## config.mk

```make
export PLATFORM = sky130hd
export DESIGN_NAME = bcd_serial_adder_flat
export DESIGN_NICKNAME = d
export VERILOG_FILES = /design/src/rtl/bcd_pkg.sv /design/src/rtl/bcd_serial_adder_if.sv /design/src/rtl/bcd_digit_adder.sv /design/src/rtl/bcd_serial_adder.sv /design/src/flat_wrapper.sv
export SDC_FILE = /design/constraint.sdc
export NUM_CORES = 1
export LEC_CHECK = 0
export BUFFER_PORTS_ARGS = -buffer_cell sky130_fd_sc_hd__buf_4
export CORE_MARGIN = 2
export CORE_UTILIZATION = 54
export CTS_BUF_LIST = sky130_fd_sc_hd__clkbuf_16
export DETAILED_ROUTE_END_ITERATION = 12
export PLACE_DENSITY = 0.79
export SYNTH_ARGS = -nofsm -noshare
export SYNTH_HDL_FRONTEND = slang
export SYNTH_HIERARCHICAL = 1
export SYNTH_SLANG_ARGS = --single-unit
```

## constraint.sdc

```tcl
create_clock -name clk -period 3.1 [get_ports clk]
set_clock_uncertainty 0.15 [all_clocks]
set_input_delay 0.155 -clock clk [delete_from_list [all_inputs] [get_ports clk]]
set_output_delay 0.155 -clock clk [all_outputs]
set_load 0.02 [all_outputs]
```

## src/rtl/bcd_pkg.sv

```systemverilog
`default_nettype none
// ============================================================================
// Module   : bcd_pkg
// Purpose  : Shared types, constants and helpers for the serial BCD adder.
//            state_t    - control FSM states
//            DIGIT_W    - bits per BCD digit
//            BCD_MAX    - largest legal BCD digit value
//            BCD_CORR   - decimal correction added when a digit sum exceeds 9
//            nines_comp - nine's complement of one digit (4-bit wrap)
// Revision : 1.0 - initial release
// ============================================================================
package bcd_pkg;

  typedef enum logic [1:0] {
    IDLE = 2'd0,
    RUN  = 2'd1,
    DONE = 2'd2
  } state_t;

  localparam int                 DIGIT_W  = 4;
  localparam logic [DIGIT_W-1:0] BCD_MAX  = 4'd9;
  localparam logic [DIGIT_W-1:0] BCD_CORR = 4'd6;

  // Digits above 9 wrap modulo 16 rather than saturating, so an invalid
  // operand still yields a deterministic result.
  function automatic logic [DIGIT_W-1:0] nines_comp(input logic [DIGIT_W-1:0] d);
    return BCD_MAX - d;
  endfunction

endpackage
`default_nettype wire

```

## src/rtl/bcd_serial_adder_if.sv

```systemverilog
`default_nettype none
// ============================================================================
// Module   : bcd_serial_adder_if
// Purpose  : Request/result bundle of the serial BCD adder.
//            start, subtract, addend, augend, carry_in : requester -> adder
//            busy, done, sum, carry_out, invalid       : adder -> requester
//            Modport master = requester side, slave = adder side.
// Revision : 1.0 - initial release
// ============================================================================
interface bcd_serial_adder_if #(
  parameter int DIGITS = 4
);
  localparam int W = bcd_pkg::DIGIT_W * DIGITS;

  logic         start;
  logic         subtract;
  logic [W-1:0] addend;
  logic [W-1:0] augend;
  logic         carry_in;
  logic         busy;
  logic         done;
  logic [W-1:0] sum;
  logic         carry_out;
  logic         invalid;

  modport master (
    output start, subtract, addend, augend, carry_in,
    input  busy, done, sum, carry_out, invalid
  );

  modport slave (
    input  start, subtract, addend, augend, carry_in,
    output busy, done, sum, carry_out, invalid
  );

endinterface
`default_nettype wire

```

## src/rtl/bcd_digit_adder.sv

```systemverilog
`default_nettype none
// ============================================================================
// Module   : bcd_digit_adder
// Purpose  : Combinational single-digit BCD adder.
//            a, b  : input digits (values above 9 tolerated)
//            cin   : carry in
//            digit : corrected result digit
//            cout  : decimal carry out
// Revision : 1.0 - initial release
// ============================================================================
module bcd_digit_adder
  import bcd_pkg::*;
(
  input  logic [DIGIT_W-1:0] a,
  input  logic [DIGIT_W-1:0] b,
  input  logic               cin,
  output logic [DIGIT_W-1:0] digit,
  output logic               cout
);

  logic [DIGIT_W:0] raw;

  always_comb begin
    raw = {1'b0, a} + {1'b0, b} + {{DIGIT_W{1'b0}}, cin};
    if (raw > {1'b0, BCD_MAX}) begin
      // Adding 6 in 4-bit arithmetic equals (raw + 6) mod 16.
      digit = raw[DIGIT_W-1:0] + BCD_CORR;
      cout  = 1'b1;
    end else begin
      digit = raw[DIGIT_W-1:0];
      cout  = 1'b0;
    end
  end

endmodule
`default_nettype wire

```

## src/rtl/bcd_serial_adder.sv

```systemverilog
`default_nettype none
// ============================================================================
// Module   : bcd_serial_adder
// Purpose  : Multi-digit BCD add/subtract, one digit per clock, LSD first.
//            clk   : rising-edge clock
//            rst_n : asynchronous active-low reset
//            bus   : slave side of bcd_serial_adder_if (start/subtract/
//                    operands/carry_in in; busy/done/sum/carry_out/invalid out)
// Revision : 1.0 - initial release
// ============================================================================
module bcd_serial_adder
  import bcd_pkg::*;
#(
  parameter int DIGITS = 4
)(
  input  logic                     clk,
  input  logic                     rst_n,
  bcd_serial_adder_if.slave        bus
);

  localparam int               W     = DIGIT_W * DIGITS;
  localparam int               CNT_W = $clog2(DIGITS + 1);
  localparam logic [CNT_W-1:0] LAST  = CNT_W'(DIGITS - 1);

  state_t             state, state_nx;
  logic [W-1:0]       a_sr, b_sr, sum_r, sum_shift;
  logic [CNT_W-1:0]   idx;
  logic               sub_r, carry_r, carry_out_r, invalid_r;
  logic               accept, last_digit, raw_invalid;
  logic [DIGIT_W-1:0] b_digit, digit;
  logic               cout;

  assign accept     = bus.start && ((state == IDLE) || (state == DONE));
  assign last_digit = (idx == LAST);

  // ---------------- control FSM ----------------
  always_ff @(posedge clk or negedge rst_n) begin
    if (!rst_n) state <= IDLE;
    else        state <= state_nx;
  end

  always_comb begin
    state_nx = state;
    case (state)
      IDLE:    if (bus.start) state_nx = RUN;
      RUN:     if (last_digit) state_nx = DONE;
      DONE:    state_nx = bus.start ? RUN : IDLE;
      default: state_nx = IDLE;
    endcase
  end

  // Flag is taken from the raw operands at the accepting edge.
  always_comb begin
    raw_invalid = 1'b0;
    for (int i = 0; i < DIGITS; i++) begin
      if ((bus.addend[i*DIGIT_W +: DIGIT_W] > BCD_MAX) ||
          (bus.augend[i*DIGIT_W +: DIGIT_W] > BCD_MAX))
        raw_invalid = 1'b1;
    end
  end

  // ---------------- digit datapath ----------------
  assign b_digit = sub_r ? nines_comp(b_sr[DIGIT_W-1:0]) : b_sr[DIGIT_W-1:0];

  bcd_digit_adder u_digit (
    .a     (a_sr[DIGIT_W-1:0]),
    .b     (b_digit),
    .cin   (carry_r),
    .digit (digit),
    .cout  (cout)
  );

  // New digit enters at the MSB end so that after DIGITS shifts digit 0
  // sits in bits [3:0].
  generate
    if (DIGITS == 1) begin : g_single
      assign sum_shift = digit;
    end else begin : g_multi
      assign sum_shift = {digit, sum_r[W-1:DIGIT_W]};
    end
  endgenerate

  always_ff @(posedge clk or negedge rst_n) begin
    if (!rst_n) begin
      a_sr        <= '0;
      b_sr        <= '0;
      sum_r       <= '0;
      idx         <= '0;
      sub_r       <= 1'b0;
      carry_r     <= 1'b0;
      carry_out_r <= 1'b0;
      invalid_r   <= 1'b0;
    end else if (accept) begin
      a_sr      <= bus.addend;
      b_sr      <= bus.augend;
      sub_r     <= bus.subtract;
      // Subtract is A + 9's(B) + 1; a borrow-in removes the +1.
      carry_r   <= bus.carry_in ^ bus.subtract;
      idx       <= '0;
      invalid_r <= raw_invalid;
    end else if (state == RUN) begin
      a_sr    <= a_sr >> DIGIT_W;
      b_sr    <= b_sr >> DIGIT_W;
      sum_r   <= sum_shift;
      carry_r <= cout;
      idx     <= idx + 1'b1;
      if (last_digit) carry_out_r <= cout;
    end
  end

  assign bus.busy      = (state == RUN);
  assign bus.done      = (state == DONE);
  assign bus.sum       = sum_r;
  assign bus.carry_out = carry_out_r;
  assign bus.invalid   = invalid_r;

endmodule
`default_nettype wire

```

## src/flat_wrapper.sv

```systemverilog
// flat-port wrapper written by rule: the top's interface ports become plain ports
module bcd_serial_adder_flat import bcd_pkg::*;
#(
  parameter int DIGITS = 4
)
  (clk, rst_n, bus_start, bus_subtract, bus_addend, bus_augend, bus_carry_in, bus_busy, bus_done, bus_sum, bus_carry_out, bus_invalid);
  bcd_serial_adder_if #(.DIGITS(DIGITS)) bus_i ();
  input  logic clk;
  input  logic rst_n;
  input wire logic [$bits(bus_i.start)-1:0] bus_start;
  input wire logic [$bits(bus_i.subtract)-1:0] bus_subtract;
  input wire logic [$bits(bus_i.addend)-1:0] bus_addend;
  input wire logic [$bits(bus_i.augend)-1:0] bus_augend;
  input wire logic [$bits(bus_i.carry_in)-1:0] bus_carry_in;
  output wire logic [$bits(bus_i.busy)-1:0] bus_busy;
  output wire logic [$bits(bus_i.done)-1:0] bus_done;
  output wire logic [$bits(bus_i.sum)-1:0] bus_sum;
  output wire logic [$bits(bus_i.carry_out)-1:0] bus_carry_out;
  output wire logic [$bits(bus_i.invalid)-1:0] bus_invalid;
  assign bus_i.start = bus_start;
  assign bus_i.subtract = bus_subtract;
  assign bus_i.addend = bus_addend;
  assign bus_i.augend = bus_augend;
  assign bus_i.carry_in = bus_carry_in;
  assign bus_busy = bus_i.busy;
  assign bus_done = bus_i.done;
  assign bus_sum = bus_i.sum;
  assign bus_carry_out = bus_i.carry_out;
  assign bus_invalid = bus_i.invalid;
  bcd_serial_adder #(.DIGITS(DIGITS)) u_core (.clk(clk), .rst_n(rst_n), .bus(bus_i));
endmodule
```

# After elaboration in Yosys (flattened, before gate mapping)
# Cells that the tools add are included.
dict set report totals {
  register_bits 57
  inputBits 37
  elab_cells 60
}
dict set report classes {
  add_sub_neg 5
  magnitude_cmp 9
  eq_ne 5
  muxes 19
  bitwise 2
  reduce_logical 11
}
# op n
set op_table {}
lappend op_table {{16-bit two-way mux} 4}
lappend op_table {{4-bit > comparator, second input constant} 8}
lappend op_table {{1-bit two-way mux} 8}
lappend op_table {{4-bit two-way mux} 2}
lappend op_table {{3-bit two-way mux} 2}
lappend op_table {{2-bit case mux with 3 select lines} 1}
lappend op_table {{4-bit by 4-bit adder with 5-bit output} 1}
lappend op_table {{5-bit by 1-bit adder with 5-bit output} 1}
lappend op_table {{5-bit by 4-bit > comparator with 1-bit output, second input constant} 1}
lappend op_table {{1-bit logical OR} 5}
lappend op_table {{4-bit by 3-bit adder with 4-bit output, second input constant} 1}
lappend op_table {{2-bit two-way mux} 2}
lappend op_table {{2-bit AND reduction} 2}
lappend op_table {{4-bit subtractor, first input constant} 1}
lappend op_table {{3-bit by 1-bit adder with 3-bit output, second input constant} 1}
lappend op_table {{3-bit by 2-bit equality test with 1-bit output, second input constant} 1}
lappend op_table {{3-bit AND reduction} 1}
lappend op_table {{2-bit by 1-bit equality test with 1-bit output, second input constant} 1}
lappend op_table {{2-bit equality test, second input constant} 1}
lappend op_table {{2-bit logical NOT} 1}
lappend op_table {{2-bit by 1-bit != test with 1-bit output, second input constant} 1}
lappend op_table {{2-bit != test, second input constant} 1}
lappend op_table {{2-bit nonzero test} 1}
lappend op_table {{1-bit logical AND} 1}
lappend op_table {{2 further kinds} 2}

# Longest topological paths before layout
dict set report logic_depth {
  depth_word 8
  ltp_mapped 12
  depth_no_buf 12
}

# Hierarchy
# The synthesis kept the hierarchy.
# module n_inst cells_each area_each_um2
set by_module_without_submodules {}
lappend by_module_without_submodules {bcd_serial_adder 1 279 2474.9}
lappend by_module_without_submodules {bcd_digit_adder 1 22 211.5}

# Worst setup path after synthesis
# Ideal clock, no wire load.
dict set report synth_path {
  path_type {register -> register}
  start {register u_core.sub_r}
  end {register u_core.sum_r[14] (netlist: u_core/bus.sum[14])}
  setup_ns 0.065
  arrival_ns 2.619
  required_ns 2.885
  path_slack_ns 0.266
  path_stages_with_launch 11
  n_path_buf 0
  synth_period_minus_slack_ns 2.834
  cell_sequence {dfrtp_1 -> xor2_1 -> fa_1 -> fa_1 -> xnor2_1 -> ha_1 -> a31o_1 -> o31ai_4 -> mux2i_1 -> nand2_1 -> nand2_1}
}
dict set report synth_via {
  elab_chain_cells 5
  word_cells_on_any_way 6
}
# item line_no
set synth_lines {}
lappend synth_lines {{from (decl)} bcd_serial_adder.sv:28} ;# logic sub_r, carry_r, carry_out_r, invalid_r;
lappend synth_lines {{from (signal assigned)} bcd_serial_adder.sv:96} ;# sub_r <= bus.subtract;
lappend synth_lines {{4-bit two-way mux (*)} bcd_serial_adder.sv:63} ;# assign b_digit = sub_r ? nines_comp(b_sr[DIGIT_W-1:0]) : b_sr[DIGIT_W-1:0];
lappend synth_lines {{named net u_core.b_digit[0]} bcd_serial_adder.sv:30} ;# logic [DIGIT_W-1:0] b_digit, digit;
lappend synth_lines {{4-bit by 4-bit adder with 5-bit output (*)} bcd_digit_adder.sv:24} ;# raw = {1'b0, a} + {1'b0, b} + {{DIGIT_W{1'b0}}, cin};
lappend synth_lines {{5-bit by 1-bit adder with 5-bit output (*)} bcd_digit_adder.sv:24}
lappend synth_lines {{4-bit by 3-bit adder with 4-bit output or 5-bit by 4-bit > comparator with 1-bit output (tied branches)} {bcd_digit_adder.sv:27, bcd_digit_adder.sv:25}}
lappend synth_lines {{4-bit two-way mux (*)} bcd_digit_adder.sv:25} ;# if (raw > {1'b0, BCD_MAX}) begin
lappend synth_lines {{named net u_core.digit[2]} bcd_serial_adder.sv:30}
lappend synth_lines {{to (signal assigned)} bcd_serial_adder.sv:104} ;# sum_r <= sum_shift;
lappend synth_lines {{to (decl)} bcd_serial_adder.sv:26} ;# logic [W-1:0] a_sr, b_sr, sum_r, sum_shift;
# Mark *: on every way through the listed nets, which the timed path passes. The rest lies on a longest branch.
# A chain may end at the register's enable or synchronous reset.

# Final worst setup path
dict set report layout_path {
  start {register u_core.sub_r}
  end {register u_core.carry_r}
}
dict set report layout_via {
  elab_chain_cells 7
}
# item line_no
set layout_lines {}
lappend layout_lines {{4-bit two-way mux} bcd_serial_adder.sv:63}
lappend layout_lines {{named net u_core.b_digit[0]} bcd_serial_adder.sv:30}
lappend layout_lines {{4-bit by 4-bit adder with 5-bit output} bcd_digit_adder.sv:24}
lappend layout_lines {{5-bit by 1-bit adder with 5-bit output} bcd_digit_adder.sv:24}
lappend layout_lines {{5-bit by 4-bit > comparator with 1-bit output} bcd_digit_adder.sv:25}
lappend layout_lines {{1-bit two-way mux} bcd_digit_adder.sv:25}
lappend layout_lines {{named net u_core.cout} bcd_serial_adder.sv:31} ;# logic cout;
lappend layout_lines {{1-bit two-way mux} bcd_serial_adder.sv:101} ;# end else if (state == RUN) begin
lappend layout_lines {{1-bit two-way mux} bcd_serial_adder.sv:93} ;# end else if (accept) begin
lappend layout_lines {{to (signal assigned)} bcd_serial_adder.sv:98} ;# carry_r <= bus.carry_in ^ bus.subtract;
lappend layout_lines {{to (signal assigned)} bcd_serial_adder.sv:105} ;# carry_r <= cout;
lappend layout_lines {{to (decl)} bcd_serial_adder.sv:28}
# The timed path passes the listed nets, and every way through them passes these cells. The select of a mux whose other input is x is not followed.

==> out/qor.yml <==
synthAdderAreaFrac_pct: 4.75
met1_length_mm: 2.90
synthCells: 301
synth_warnings: 6
hold_class: "in -> reg"
first_pass_iters: 6
top_layer: "met4"
synth-edff-count: 0
first_iter_violations: 253
track_usage_pct: 26.0
grt_pass1_vias: 2269
drc: 0
hold_viol: 1
synth_area_leaders: "dfrtp_1 (53%), nand2_1 (16%), a31oi_1 (5.1%), nor2_1 (3.4%), ha_1 (3.3%)"
placed_cells: 410
wl_met2_mm: 3.14
start_util_pct: 56.5
cts_made_buffers: 9
tightest_slew_ps: 709
cellPowerDensity_mw_per_mm2: 1240
maxCapViolations: 0
die-area_mm2: 0.00555
power_leakage_nw: 1.82
cp_data_required_time_ps: 3190
synth_top_family_by_area: "simple AND/OR/NAND/NOR gates"
hold_ws_ps: -8.84
vias: 2401
gp_congestion: 0.811
clockBufferDepth: 2
die_y_um: 74.5
clk_latency_ps: 320
core_mm2: 0.00475
io_pins: 57
dpl_cell_area_mm2: 0.00313
tns_ps: 0
syn-num-nets: 347
critical_path_peak_fanout: 5
synth_compound_area_share_pct: 13.3
grt_max_degree: 62
fill_cells: 303
worstSetupPathType: "reg -> reg"
ys_async_sr_fraction_pct: 100
cpMostUsedCell: "fa_2"
multi_input_area_mm2: 0.00116
port-buffer-count: 56
postLayoutSetupSlackWorst_ps: 180
synthMuxAreaShare_pct: 0.932
min_period_over_period_pct: 94.2
cts.sinks: 57
setup_viol: 0
antenna_left: 0
clock.fmax_mhz: 343
synth_xor_area_share_pct: 1.63
final-seq-area_mm2: 0.00143
ir_drop_v: 0.000618
min_period_ps: 2920
rows: 25
wl_per_cell_um: 14.0
finalNonFillerCells: 460
synth_top_area_share_pct: 53.1
final_nets: 435
arrival_ps: 3010
route.met3.wl_um: 343
yosysTopAreaCell: "dfrtp_1"
hpwl_mm: 3.81
ys_top_cells_by_count: "nand2_1 (112), dfrtp_1 (57), nor2_1 (24)"
synth_cell_types: 34
yosys.area_share.simple_pct: 22.1
path_cells: "xor2_1, fa_2, fa_2, inv_1, ha_1, a31o_1, o31ai_4, buf_4, nand2_1, a31oi_1"
ys_seq_elements: 57
relSlewSlack_pct: 52.8
antenna_found_initial: 0
failed_checks: "hold timing"
htree_levels: 3
end_kind: "flop"
drive_above_1_share_pct: 20.6
antenna-diode-count: 0
cpPeakStageDelay_ps: 530
cp_slowest_cell: "fa_2"
ctsRootBufferMaster: "clkbuf_16"
seq_area_frac_synth_pct: 53.1
synth_area_mm2: 0.00269
grt_pass1_wl_mm: 10.8
viasPerCell: 5.22
status: "finished with violations"
grt_overflow: 0
final_area_mm2: 0.00376
synthToLayoutAreaGrowth_pct: 40.1
synth_most_common_cell: "nand2_1"
ys.flop_type: "dfrtp_1"
slew_violations: 0
die_width_um: 74.5
syn_area_per_cell_um2: 8.92
cts_tree: "yes"
cp-start-kind: "flop"
path_clk_slew_ps: 50
place_ws_ps: 54.7
wl_mm: 6.43
-- registers in the layout, indices dropped and copies added, names as in the netlist --
register,count
u_core/bus.sum,16
u_core/bus.invalid,1
u_core/b_sr,16
u_core/sub_r,1
u_core/a_sr,16
u_core/bus.carry_out,1
u_core/carry_r,1
u_core/state,2
u_core/idx,3
-- worst max-delay path: cells and delay by family, from the launching register on --
kind / cells / cell delay (ps)
compound gates: 3 / 650
xor+xnor: 1 / 200
fa+ha+maj: 3 / 1150
buf+inv: 2 / 240
flops: 1 / 420
simple gates: 1 / 40
-- power by group --
| part | switching [W] | internal (W) | total, W |
|---|---|---|---|
| clock network | 0.000319 | 0.000603 | 0.000921 |
| logic | 0.00138 | 0.00103 | 0.00241 |
| registers | 0.000231 | 0.00110 | 0.00133 |
| total | 0.00193 | 0.00273 | 0.00467 |
-- path summary, 6_finish.rpt --
path	startpoint	end	slack, ps	depth (start not counted)
worst max-delay path	u_core/sub_r	u_core/carry_r	180	10
worst min-delay path	bus_augend[11]	u_core/b_sr[11]	-9	3
worst max register to register	u_core/sub_r	u_core/carry_r	180	10
worst min register to register	u_core/bus.sum[2]	u_core/bus.sum[2]	330	2
max in group asynchronous	rst_n	u_core/bus.sum[0]	2040	2
min in group asynchronous	rst_n	u_core/bus.invalid	280	2
-- repair_timing --
| item | in CTS | in global routing |
|---|---|---|
| setup endpoints to repair | 0 | 4 |
| resized for setup | 0 | 4 |
| hold buffers | 34 | 0 |
| setup buffers | 0 | 1 |
| endpoints found under the hold margin | 90 | 0 |
-- stage by stage --
stage / utilization, % / total power [W]
floorplan: - / 0.00302
global placement: 65.8 / 0.00348
detailed placement: 65.8 / 0.00356
CTS: 78.8 / 0.00454
global route: 79.2 / 0.00509
finish: 79.2 / 0.00467
-- placed cells by master (no fill, tap or decap), types with 3 or more instances in the layout --
| cell | instances |
|---|---|
| dfrtp_1 | 57 |
| a31oi_1 | 22 |
| o21ai_0 | 9 |
| clkinv_1 | 4 |
| xnor2_1 | 3 |
| nand3_1 | 5 |
| clkbuf_16 | 9 |
| dlygate4sd3_1 | 34 |
| buf_4 | 60 |
| a22o_1 | 3 |
| nand2_1 | 112 |
| a21oi_1 | 9 |
| ha_1 | 7 |
| inv_1 | 5 |
| nor2_1 | 24 |
-- layout make-up --
class                   instances  area share, %
clock buffers                   9           5.98
clock inverters                 6           1.33
inverters                       6          0.665
multi-input cells             221           30.9
flip-flops and latches         57           37.9
well taps                      67           2.23
repair buffers                 94           21.0
-- per-layer routing --
metal / vias to the layer above / global-route usage [%]
li1: 1185 / -
met1: 1130 / 37.8
met2: 78 / 38.1
met3: 8 / 7.72
met4: 0 / 7.94
met5: - / 0
-- kinds of logic (layout without fill, tap and decap cells) --
logic type / count (synthesis) / in the layout
AOI/OAI and AO/OA: 55 / 55
xor gates and xnor gates: 5 / 5
DFF: 57 / 57
muxes: 2 / 2
buffers and inverters: 23 / 115
adders and majority gates: 9 / 9
and+or+nand+nor: 150 / 150
(Power assumes the default switching activity.)
